[src/rtl/tracer_pkg.sv]
// Shared types and constants for the commit tracer: FSM states, trace record layout,
// record kinds and a saturating counter helper.
package tracer_pkg;

    typedef enum logic [1:0] {
        ST_RUN     = 2'b00,
        ST_HALTED  = 2'b01,
        ST_TIMEOUT = 2'b10
    } state_t;

    localparam logic TRACE_REG = 1'b0;
    localparam logic TRACE_MEM = 1'b1;

    localparam logic [31:0] EBREAK = 32'h0010_0073;

    typedef struct packed {
        logic        kind;
        logic [31:0] pc;
        logic [31:0] addr;
        logic [31:0] data;
    } trace_rec_t;

    localparam int TRACE_W = $bits(trace_rec_t);

    function automatic logic [31:0] sat_inc(input logic [31:0] v);
        return (v == 32'hFFFF_FFFF) ? v : v + 32'd1;
    endfunction

endpackage

[src/rtl/trace_fifo.sv]
// Generic synchronous FIFO; head read combinationally at the read pointer.
// A push while full is accepted only if a pop happens in the same cycle, otherwise it is dropped and flagged.
module trace_fifo #(
    parameter int WIDTH = 8,
    parameter int DEPTH = 16
) (
    input  logic                     clk,
    input  logic                     rst,
    input  logic                     push,
    input  logic [WIDTH-1:0]         push_dat,
    input  logic                     pop,
    output logic [WIDTH-1:0]         head_dat,
    output logic                     full,
    output logic                     empty,
    output logic [$clog2(DEPTH):0]   count,
    output logic                     drop
);
    localparam int AW = $clog2(DEPTH);
    localparam logic [AW:0]   CNT_ONE  = {{AW{1'b0}}, 1'b1};
    localparam logic [AW:0]   CNT_FULL = {1'b1, {AW{1'b0}}};
    localparam logic [AW-1:0] PTR_ONE  = {{(AW-1){1'b0}}, 1'b1};

    logic [WIDTH-1:0] mem [DEPTH];
    logic [AW-1:0]    wr_ptr;
    logic [AW-1:0]    rd_ptr;
    logic             pop_en;
    logic             push_en;

    assign empty   = (count == '0);
    assign full    = (count == CNT_FULL);
    assign pop_en  = pop & ~empty;
    assign push_en = push & (~full | pop_en);
    assign drop    = push & full & ~pop_en;
    assign head_dat = mem[rd_ptr];

    always_ff @(posedge clk or posedge rst) begin
        if (rst) begin
            wr_ptr <= '0;
            rd_ptr <= '0;
            count  <= '0;
        end else begin
            if (push_en) wr_ptr <= wr_ptr + PTR_ONE;
            if (pop_en)  rd_ptr <= rd_ptr + PTR_ONE;
            case ({push_en, pop_en})
                2'b10:   count <= count + CNT_ONE;
                2'b01:   count <= count - CNT_ONE;
                default: count <= count;
            endcase
        end
    end

    always_ff @(posedge clk) begin
        if (push_en) mem[wr_ptr] <= push_dat;
    end

endmodule

[src/rtl/commit_tracer.sv]
// Consumer of the CPU commit port: qualifies retirements, counts cycles/instructions,
// stops on ebreak or watchdog timeout, and queues register/memory write records for a trace port.
module commit_tracer
    import tracer_pkg::*;
#(
    parameter int DEPTH   = 16,
    parameter int TIMEOUT = 1024
) (
    input  logic                   clk,
    input  logic                   rst,
    input  logic                   global_en,
    output logic                   cpu_en,
    input  logic                   commit,
    input  logic [31:0]            commit_pc,
    input  logic [31:0]            commit_instr,
    input  logic                   commit_halt,
    input  logic                   commit_reg_we,
    input  logic [4:0]             commit_reg_wa,
    input  logic [31:0]            commit_reg_wd,
    input  logic                   commit_dmem_we,
    input  logic [31:0]            commit_dmem_wa,
    input  logic [31:0]            commit_dmem_wd,
    output logic [1:0]             state,
    output logic [31:0]            cycle_cnt,
    output logic [31:0]            instret_cnt,
    output logic [31:0]            halt_pc,
    output logic                   trace_valid,
    input  logic                   trace_ready,
    output logic                   trace_kind,
    output logic [31:0]            trace_pc,
    output logic [31:0]            trace_addr,
    output logic [31:0]            trace_data,
    output logic [$clog2(DEPTH):0] trace_count,
    output logic                   trace_overflow
);
    localparam int IW = $clog2(TIMEOUT) + 1;
    localparam logic [IW-1:0] IDLE_LAST = IW'(TIMEOUT - 1);
    localparam logic [IW-1:0] IDLE_ONE  = IW'(1);

    state_t        state_q;
    state_t        state_d;
    logic          en_d;
    logic [IW-1:0] idle_q;
    logic          run;
    logic          tick;
    logic          acc;
    logic          idle_tick;
    logic          wd_fire;
    trace_rec_t    rec;
    logic          rec_vld;
    trace_rec_t    head;
    logic          fifo_full;
    logic          fifo_empty;
    logic          fifo_drop;
    logic          unused_ok;

    // The instruction word itself carries nothing the trace needs; halt comes via commit_halt.
    assign unused_ok = ^{commit_instr, fifo_full};

    assign run       = (state_q == ST_RUN);
    assign tick      = run & global_en;
    // en_d marks that the CPU advanced on the last edge, so its commit outputs are fresh.
    assign acc       = commit & en_d & run;
    assign idle_tick = tick & ~acc;
    assign wd_fire   = idle_tick & (idle_q == IDLE_LAST);

    assign cpu_en = tick;
    assign state  = state_q;

    always_comb begin
        state_d = state_q;
        if (acc && commit_halt) begin
            state_d = ST_HALTED;
        end else if (wd_fire) begin
            state_d = ST_TIMEOUT;
        end
    end

    always_ff @(posedge clk or posedge rst) begin
        if (rst) begin
            state_q        <= ST_RUN;
            en_d           <= 1'b0;
            idle_q         <= '0;
            cycle_cnt      <= '0;
            instret_cnt    <= '0;
            halt_pc        <= '0;
            trace_overflow <= 1'b0;
        end else begin
            state_q <= state_d;
            en_d    <= cpu_en;
            if (tick) cycle_cnt <= sat_inc(cycle_cnt);
            if (acc)  instret_cnt <= sat_inc(instret_cnt);
            if (acc && commit_halt) halt_pc <= commit_pc;
            if (acc) begin
                idle_q <= '0;
            end else if (idle_tick) begin
                idle_q <= idle_q + IDLE_ONE;
            end
            if (fifo_drop) trace_overflow <= 1'b1;
        end
    end

    // A memory write takes precedence; x0 writes, branches and ebreak leave no record.
    always_comb begin
        rec     = '0;
        rec_vld = 1'b0;
        if (acc) begin
            if (commit_dmem_we) begin
                rec_vld = 1'b1;
                rec     = '{kind: TRACE_MEM, pc: commit_pc, addr: commit_dmem_wa, data: commit_dmem_wd};
            end else if (commit_reg_we && (commit_reg_wa != 5'd0)) begin
                rec_vld = 1'b1;
                rec     = '{kind: TRACE_REG, pc: commit_pc, addr: {27'b0, commit_reg_wa}, data: commit_reg_wd};
            end
        end
    end

    trace_fifo #(
        .WIDTH (TRACE_W),
        .DEPTH (DEPTH)
    ) u_fifo (
        .clk      (clk),
        .rst      (rst),
        .push     (rec_vld),
        .push_dat (rec),
        .pop      (trace_ready),
        .head_dat (head),
        .full     (fifo_full),
        .empty    (fifo_empty),
        .count    (trace_count),
        .drop     (fifo_drop)
    );

    assign trace_valid = ~fifo_empty;
    assign trace_kind  = head.kind;
    assign trace_pc    = head.pc;
    assign trace_addr  = head.addr;
    assign trace_data  = head.data;

endmodule

[config.mk]
export PLATFORM = sky130hd
export DESIGN_NAME = commit_tracer
export DESIGN_NICKNAME = d
export VERILOG_FILES = /design/src/rtl/tracer_pkg.sv /design/src/rtl/trace_fifo.sv /design/src/rtl/commit_tracer.sv
export SDC_FILE = /design/constraint.sdc
export NUM_CORES = 1
export LEC_CHECK = 0
export CAP_MARGIN = 20
export CORE_ASPECT_RATIO = 0.75
export CORE_MARGIN = 8
export CORE_UTILIZATION = 45
export CTS_BUF_LIST = sky130_fd_sc_hd__clkbuf_4 sky130_fd_sc_hd__clkbuf_8
export DETAILED_ROUTE_END_ITERATION = 16
export GPL_TIMING_DRIVEN = 0
export PLACE_DENSITY = 0.75
export SLEW_MARGIN = 20
export SYNTH_ARGS = -nofsm -noshare
export SYNTH_HDL_FRONTEND = slang
export SYNTH_SLANG_ARGS = --single-unit
[constraint.sdc]
create_clock -name clk -period 18.5 [get_ports clk]
set_input_delay 5.55 -clock clk [delete_from_list [all_inputs] [get_ports clk]]
set_output_delay 5.55 -clock clk [all_outputs]
set_load 0.005 [all_outputs]
[Word level (Yosys, flattened, before mapping)]
Memories as Yosys holds them, arrays and structs flattened.
Cells that the tools add are included.
Word-level totals
  flip-flop bits (word level): 124
  RAM bits: 1552
  input bits: 173
  output and inout port bits: 203
  logic and storage cells: 63
  memories: 1
Memories
  u_fifo.mem: words 16, width 97, rd ports 1, clocked after memory_dff 0, write ports 1, RTL line trace_fifo.sv:23  | logic [WIDTH-1:0] mem [DEPTH];
Operators by class
  $add $sub $neg: 7
  equality and inequality tests: 6
  multiplexer cells: 13
  bitwise gates (word level): 16
  reductions and logical operators: 10
Operators with widths (number)
  two-way mux 97 bit: 2
  two-way mux 96 bit: 1
  adder 32 x 1 -> 32 bit (second input constant): 2
  equality test 32 bit (second input constant): 2
  two-way mux 11 bit: 2
  adder 11 x 1 -> 11 bit (second input constant): 1
  equality test 11 x 10 -> 1 bit (second input constant): 1
  one-hot mux 5 bit (2 select lines): 1
  bitwise AND 1 bit: 9
  adder 4 x 1 -> 4 bit (second input constant): 2
  inverter 1 bit: 6
  nonzero test 2 bit: 3
  adder 5 x 1 -> 5 bit (second input constant): 1
  equality test 5 bit (second input constant): 1
  logical NOT 5 bit: 1
  two-way mux 1 bit: 5
  nonzero test 5 bit: 1
  subtractor 5 x 1 -> 5 bit (second input constant): 1
  two-way mux 2 bit: 2
  AND reduction 2 bit: 2
  equality test 2 x 1 -> 1 bit (second input constant): 1
  equality test 2 bit (second input constant): 1
  logical AND 1 bit: 2
  logical NOT 2 bit: 1
  bitwise OR 1 bit: 1

[Logic depth before layout (Yosys ltp)]
Gate-level depths: netlist of run 1.
  depth after elaboration: 8
  mapped depth: 13
  depth with buffers taken out: 11

[Modules after synthesis]
A second synthesis of run 1 with hierarchy kept.
Second synthesis, totals
  cell total of the unflattened synthesis: 3028
  area total of the unflattened synthesis: 64652.0 sq um
Modules (own cells, without submodules)
  trace_fifo: times used 1, cells an instance 2481, area an instance 58867.7 sq um, seq. area each 46930.0 sq um
  commit_tracer: times used 1, cells an instance 547, area an instance 5784.3 sq um, seq. area each 2777.7 sq um

[Worst setup path after synthesis of run 1]
No wires, ideal clock.
  path type: input to register
  start point: input port commit_dmem_we
  end point: memory u_fifo.mem[3][0] (netlist name), enable pin
  setup time: 671 ps
  arrival time: 13280 ps
  data required time: 17829 ps
  slack: 4549 ps
  stages on the path: 7
  buffers on the path: 2
  path through: clkbuf_1 nor3_1 a211oi_1 nor2b_1 clkbuf_1 nand2_1 nor3_1
On the way
  word-level cells in the longest chain between the ends: 5
Ends and longest elaborated chain
  from (decl): RTL line commit_tracer.sv:20  | input logic commit_dmem_we,
  two-way mux 1 bit: RTL line commit_tracer.sv:108  | if (commit_dmem_we) begin
  two-way mux 1 bit: RTL line commit_tracer.sv:107  | if (acc) begin
  bitwise AND 1 bit: RTL line trace_fifo.sv:32  | assign push_en = push & (~full | pop_en);
  two-way mux 1 bit: RTL line trace_fifo.sv:53  | if (push_en) mem[wr_ptr] <= push_dat;
  two-way mux 1 bit (not written as such): RTL line trace_fifo.sv:53
  to (decl): RTL line trace_fifo.sv:23
Every way passes these cells.

[Final worst setup path of run 1]
  start point: input port global_en
  end point: output port cpu_en
On the way
  word-level cells in the longest chain between the ends: 1
Ends and longest elaborated chain
  from (decl): RTL line commit_tracer.sv:11  | input logic global_en,
  bitwise AND 1 bit: RTL line commit_tracer.sv:61  | assign tick = run & global_en;
  to (decl): RTL line commit_tracer.sv:12  | output logic cpu_en,
Every way passes these cells.

==> results.md, run 1 <==
* Clock buffer depth at 4
* Layout Utilization at a little over half
* Post-CTS Hold Buffers at 0
* Setup TNS at 0 ps
* Hold WC Path Type: reg2reg
* Worst R2R End: u_fifo.mem[0][43]
* Clock transition at path regs at roughly 60 ps
* Routed vias/inst at about 5.8
* GR Util met3 at 6.37%
* Number of global-route vias before repair at around 35,000
* CP max FO at 11
* Avg WL per Cell at 29.2 µm
* Seq cells post-synth at ~1,700
* Design area at approximately 78,000 µm²
* Die Span Y at 344 µm
* Clk_lat worst skew at around 1000 ps
* Most used cell, CP: clkdlybuf4s50_1
* Final setup viols at 0
* Synth unique cells at between 50 and 60
* Power, Total at 7.24 mW
* Area grow syn2layout at 20.9%
* Met1 Use GR at between 20 and 30%
* Total congestion overflow at 0
* Slowest cell on crit path: clkdlybuf4s50_1
* First-pass iteration count of the detailed router at 7
* Avg Inst Size Synth at 23.1 µm²
* Reg2Reg Launch Point: state[0]
* RePlAce Congestion at roughly 0.8
* Worst R2R Setup Slack at around 14,000 ps
* CP Data Required Time at around 13,000 ps
* Placed Cells at a little over 5,000
* Share of layout cells above drive strength 1 at a little under a third
* Global-route wire length before repair at between 200,000 and 250,000 µm
* Fmax at ~80 MHz
* Post-CTS Resized at 0
* Async S/R FF share, synth at between 7 and 8%
* Area contributors post-synth: edfxtp_1 (72%), mux4_2 (17%), dfrtp_1 (4.8%), mux2_2 (0.61%), xnor2_1 (0.54%)
* Unrepaired setup endpoints after global routing: no
* DRC violations left at 0
* MaxCap Viol Count at 0
* Min-delay src: trace_overflow
* Number of core rows at 120
* Most frequent cell after synthesis: edfxtp_1
* Hold endpoint: trace_overflow
* Relative slew slack at around a quarter
* Initial antenna violation count at 10
* Via count at 32,800
* Routing usage on met2 at 33.0%
* Synthesized area at between 60,000 and 70,000 µm²
* Critical path startpoint category: input port
* Synth warnings at 0
* Starting Density at 45.3%
* Syn Inst Count at 2,803
* H-tree levels at 5
* Slew Limit Fails at 0
* CTS buffer count at 276
* Top FF cell, synth: edfxtp_1
* Area leader, netlist: edfxtp_1
* Placed Area at between 70,000 and 80,000 µm²
* Pwr dens at around 93 nW/µm²
* Worst Hold Path Cells at 1
* Final cycle utilization of the critical path at about two thirds
* Die W at roughly 450 µm
* Arr. time, crit path at just over 7000 ps
* Critical path class: in2out
* Total GRT Usage at roughly a fifth
* Nets@finish at ~3,800
* DR iter-0 viols at around 3,700
* Critical Path Max Stage Delay at between 500 and 600 ps
* ANT nets after route at 0
* Largest net degree at the start of global routing at just under 70
* CP endpoint kind: output port
* Min Tclk post-route at 12,620 ps
* Final WL at about 160,000 µm
* Synth Net Count at roughly 3,000
* Post-DP HPWL at ~110,000 µm
* Ports at between 300 and 400
* Port buffer count at roughly 340
* Static leakage at ~21 nW
* Clk root buf: clkbuf_8
* Clk_skew at around 73 ps
* Synth cell count leaders: edfxtp_1 (1,552), mux4_2 (485), dfrtp_1 (124)
* Worst Tran Pin Value at ~1100 ps
* Synth top area share at 72.1%
* CTS Sinks at around 1,700
* Critical-path cell list: clkdlybuf4s50_1 > nor3b_1 > buf_2 > clkdlybuf4s50_1
* Final Non-Filler Cells at approximately 5,600
* Die area at 156,000 µm²
* Peak VDD IR at just over 0.00007 V
* Core area at ~140,000 µm²
* Setup Fix Bufs, Post-CTS at 0
* EDFF count, synth at 1,552
* Register area share after synthesis at between 70% and 80%
* Final hold vios at 0
* Busiest layer in global routing: met2
* Outcome: finished, final reports clean
* CTS tree: built
* Worst-case reg-to-reg path depth at 14
==> metal layers <==
metal,share of wire (%),vias to the layer above
li1,-,13400
met3,10,291
met5,0,-
met2,47,1826
met4,3.3,0
met1,39,17200
==> stage by stage <==
| stage | worst slack, ps | hold WS, ps |
|---|---|---|
| after floorplan | 4550 | 449 |
| after global placement | -5670 | 451 |
| after detailed placement | 5880 | 447 |
| after CTS | 5870 | 463 |
| after global routing | 5840 | 492 |
| final | 5880 | 461 |
==> sequential cells by signal (all words and copies together) (netlist names) <==
name / flops
trace_overflow: 1
halt_pc: 32
u_fifo.rd_ptr: 4
u_fifo.wr_ptr: 4
instret_cnt: 32
idle_q: 11
en_d: 1
state: 2
u_fifo.count: 5
cycle_cnt: 32
u_fifo.mem: 1552
==> kinds of logic (layout without fill, tap and decap cells) <==
| family | after synthesis | after routing | share of synthesized area, % |
|---|---|---|---|
| AOI/OAI and AO/OA | 80 | 80 | 0.921 |
| xor gates and xnor gates | 68 | 68 | 0.921 |
| adders and majority gates | 12 | 12 | 0.244 |
| buffers and inverters | 158 | 1095 | 1.05 |
| DFF | 1676 | 1676 | 76.9 |
| muxes | 524 | 524 | 17.6 |
| other | 0 | 6 | 0 |
| and+or+nand+nor | 285 | 285 | 2.39 |
==> final cells by class <==
class	count	area, µm²
fillers	10400	64500
flip-flops and latches	1676	49700
multi-input cells	969	14400
repair buffers	487	5800
clock buffers	368	4550
well taps	1891	2370
plain buffers	144	638
clock inverters	82	603
inverters	14	60.1
diodes	6	15.0
==> report_power, final <==
part	switching, mW	internal (mW)
combinational	0.0177	0.0271
clock	1.40	1.71
sequential	0.000115	4.08
total	1.42	5.82
==> critical path, delay by kind of cell <==
kind / cells / cell delay [ps]
simple gates: 1 / 190
buf+inv: 3 / 1320
==> worst max-delay path by stage <==
stage / from / end / slack [ps] / cells past startpoint
6_report: global_en / cpu_en / 5880 / 4
5_1_grt: global_en / cpu_en / 5840 / 4
4_1_cts: global_en / cpu_en / 5870 / 4
3_5_place_dp: global_en / cpu_en / 5880 / 4
3_3_place_gp: commit / u_fifo.mem[1][33] / -5670 / 8
2_1_floorplan: commit_dmem_we / u_fifo.mem[3][0] / 4550 / 7
==> cell usage in the layout (no fill, tap or decap), drive strengths merged, types with 4 or more instances in the layout <==
| master | n |
|---|---|
| edfxtp | 1552 |
| mux4 | 485 |
| clkbuf | 463 |
| clkdlybuf4s50 | 341 |
| buf | 195 |
| dfrtp | 124 |
| clkinv | 64 |
| nand2 | 51 |
| nor2 | 44 |
| xnor2 | 40 |
| and3 | 39 |
| and2 | 38 |
| mux2 | 35 |
| a22o | 35 |
| nand4 | 33 |
| xor2 | 28 |
| nor3 | 22 |
| nand3 | 18 |
| inv | 18 |
| a21oi | 17 |
| ha | 11 |
| nor4 | 11 |
| o21ai | 10 |
| bufinv | 9 |
| diode | 6 |
| or3 | 6 |
| nand2b | 5 |
| clkinvlp | 5 |
| mux2i | 4 |
Note: power is estimated with default switching activity, not from simulation.
==> inputs of run 2 (changes only) <==
==> constraint.sdc (replaced) <==
create_clock -name clk -period 12.1 [get_ports clk]
set_input_delay 3.63 -clock clk [delete_from_list [all_inputs] [get_ports clk]]
set_output_delay 3.63 -clock clk [all_outputs]
set_load 0.005 [all_outputs]
==> results of run 2 <==
Same layout as run 1 (identical final DEF). Status: finished, final reports clean.
Among the figures that moved: setup slack after placement 5880 ps -> 3320 ps; setup slack after layout 5880 ps -> 3320 ps; register-to-register setup slack 13840 ps -> 7440 ps; total power 7.24 mW -> 11.1 mW; worst IR drop on VDD 0.0000722 V -> 0.000110 V
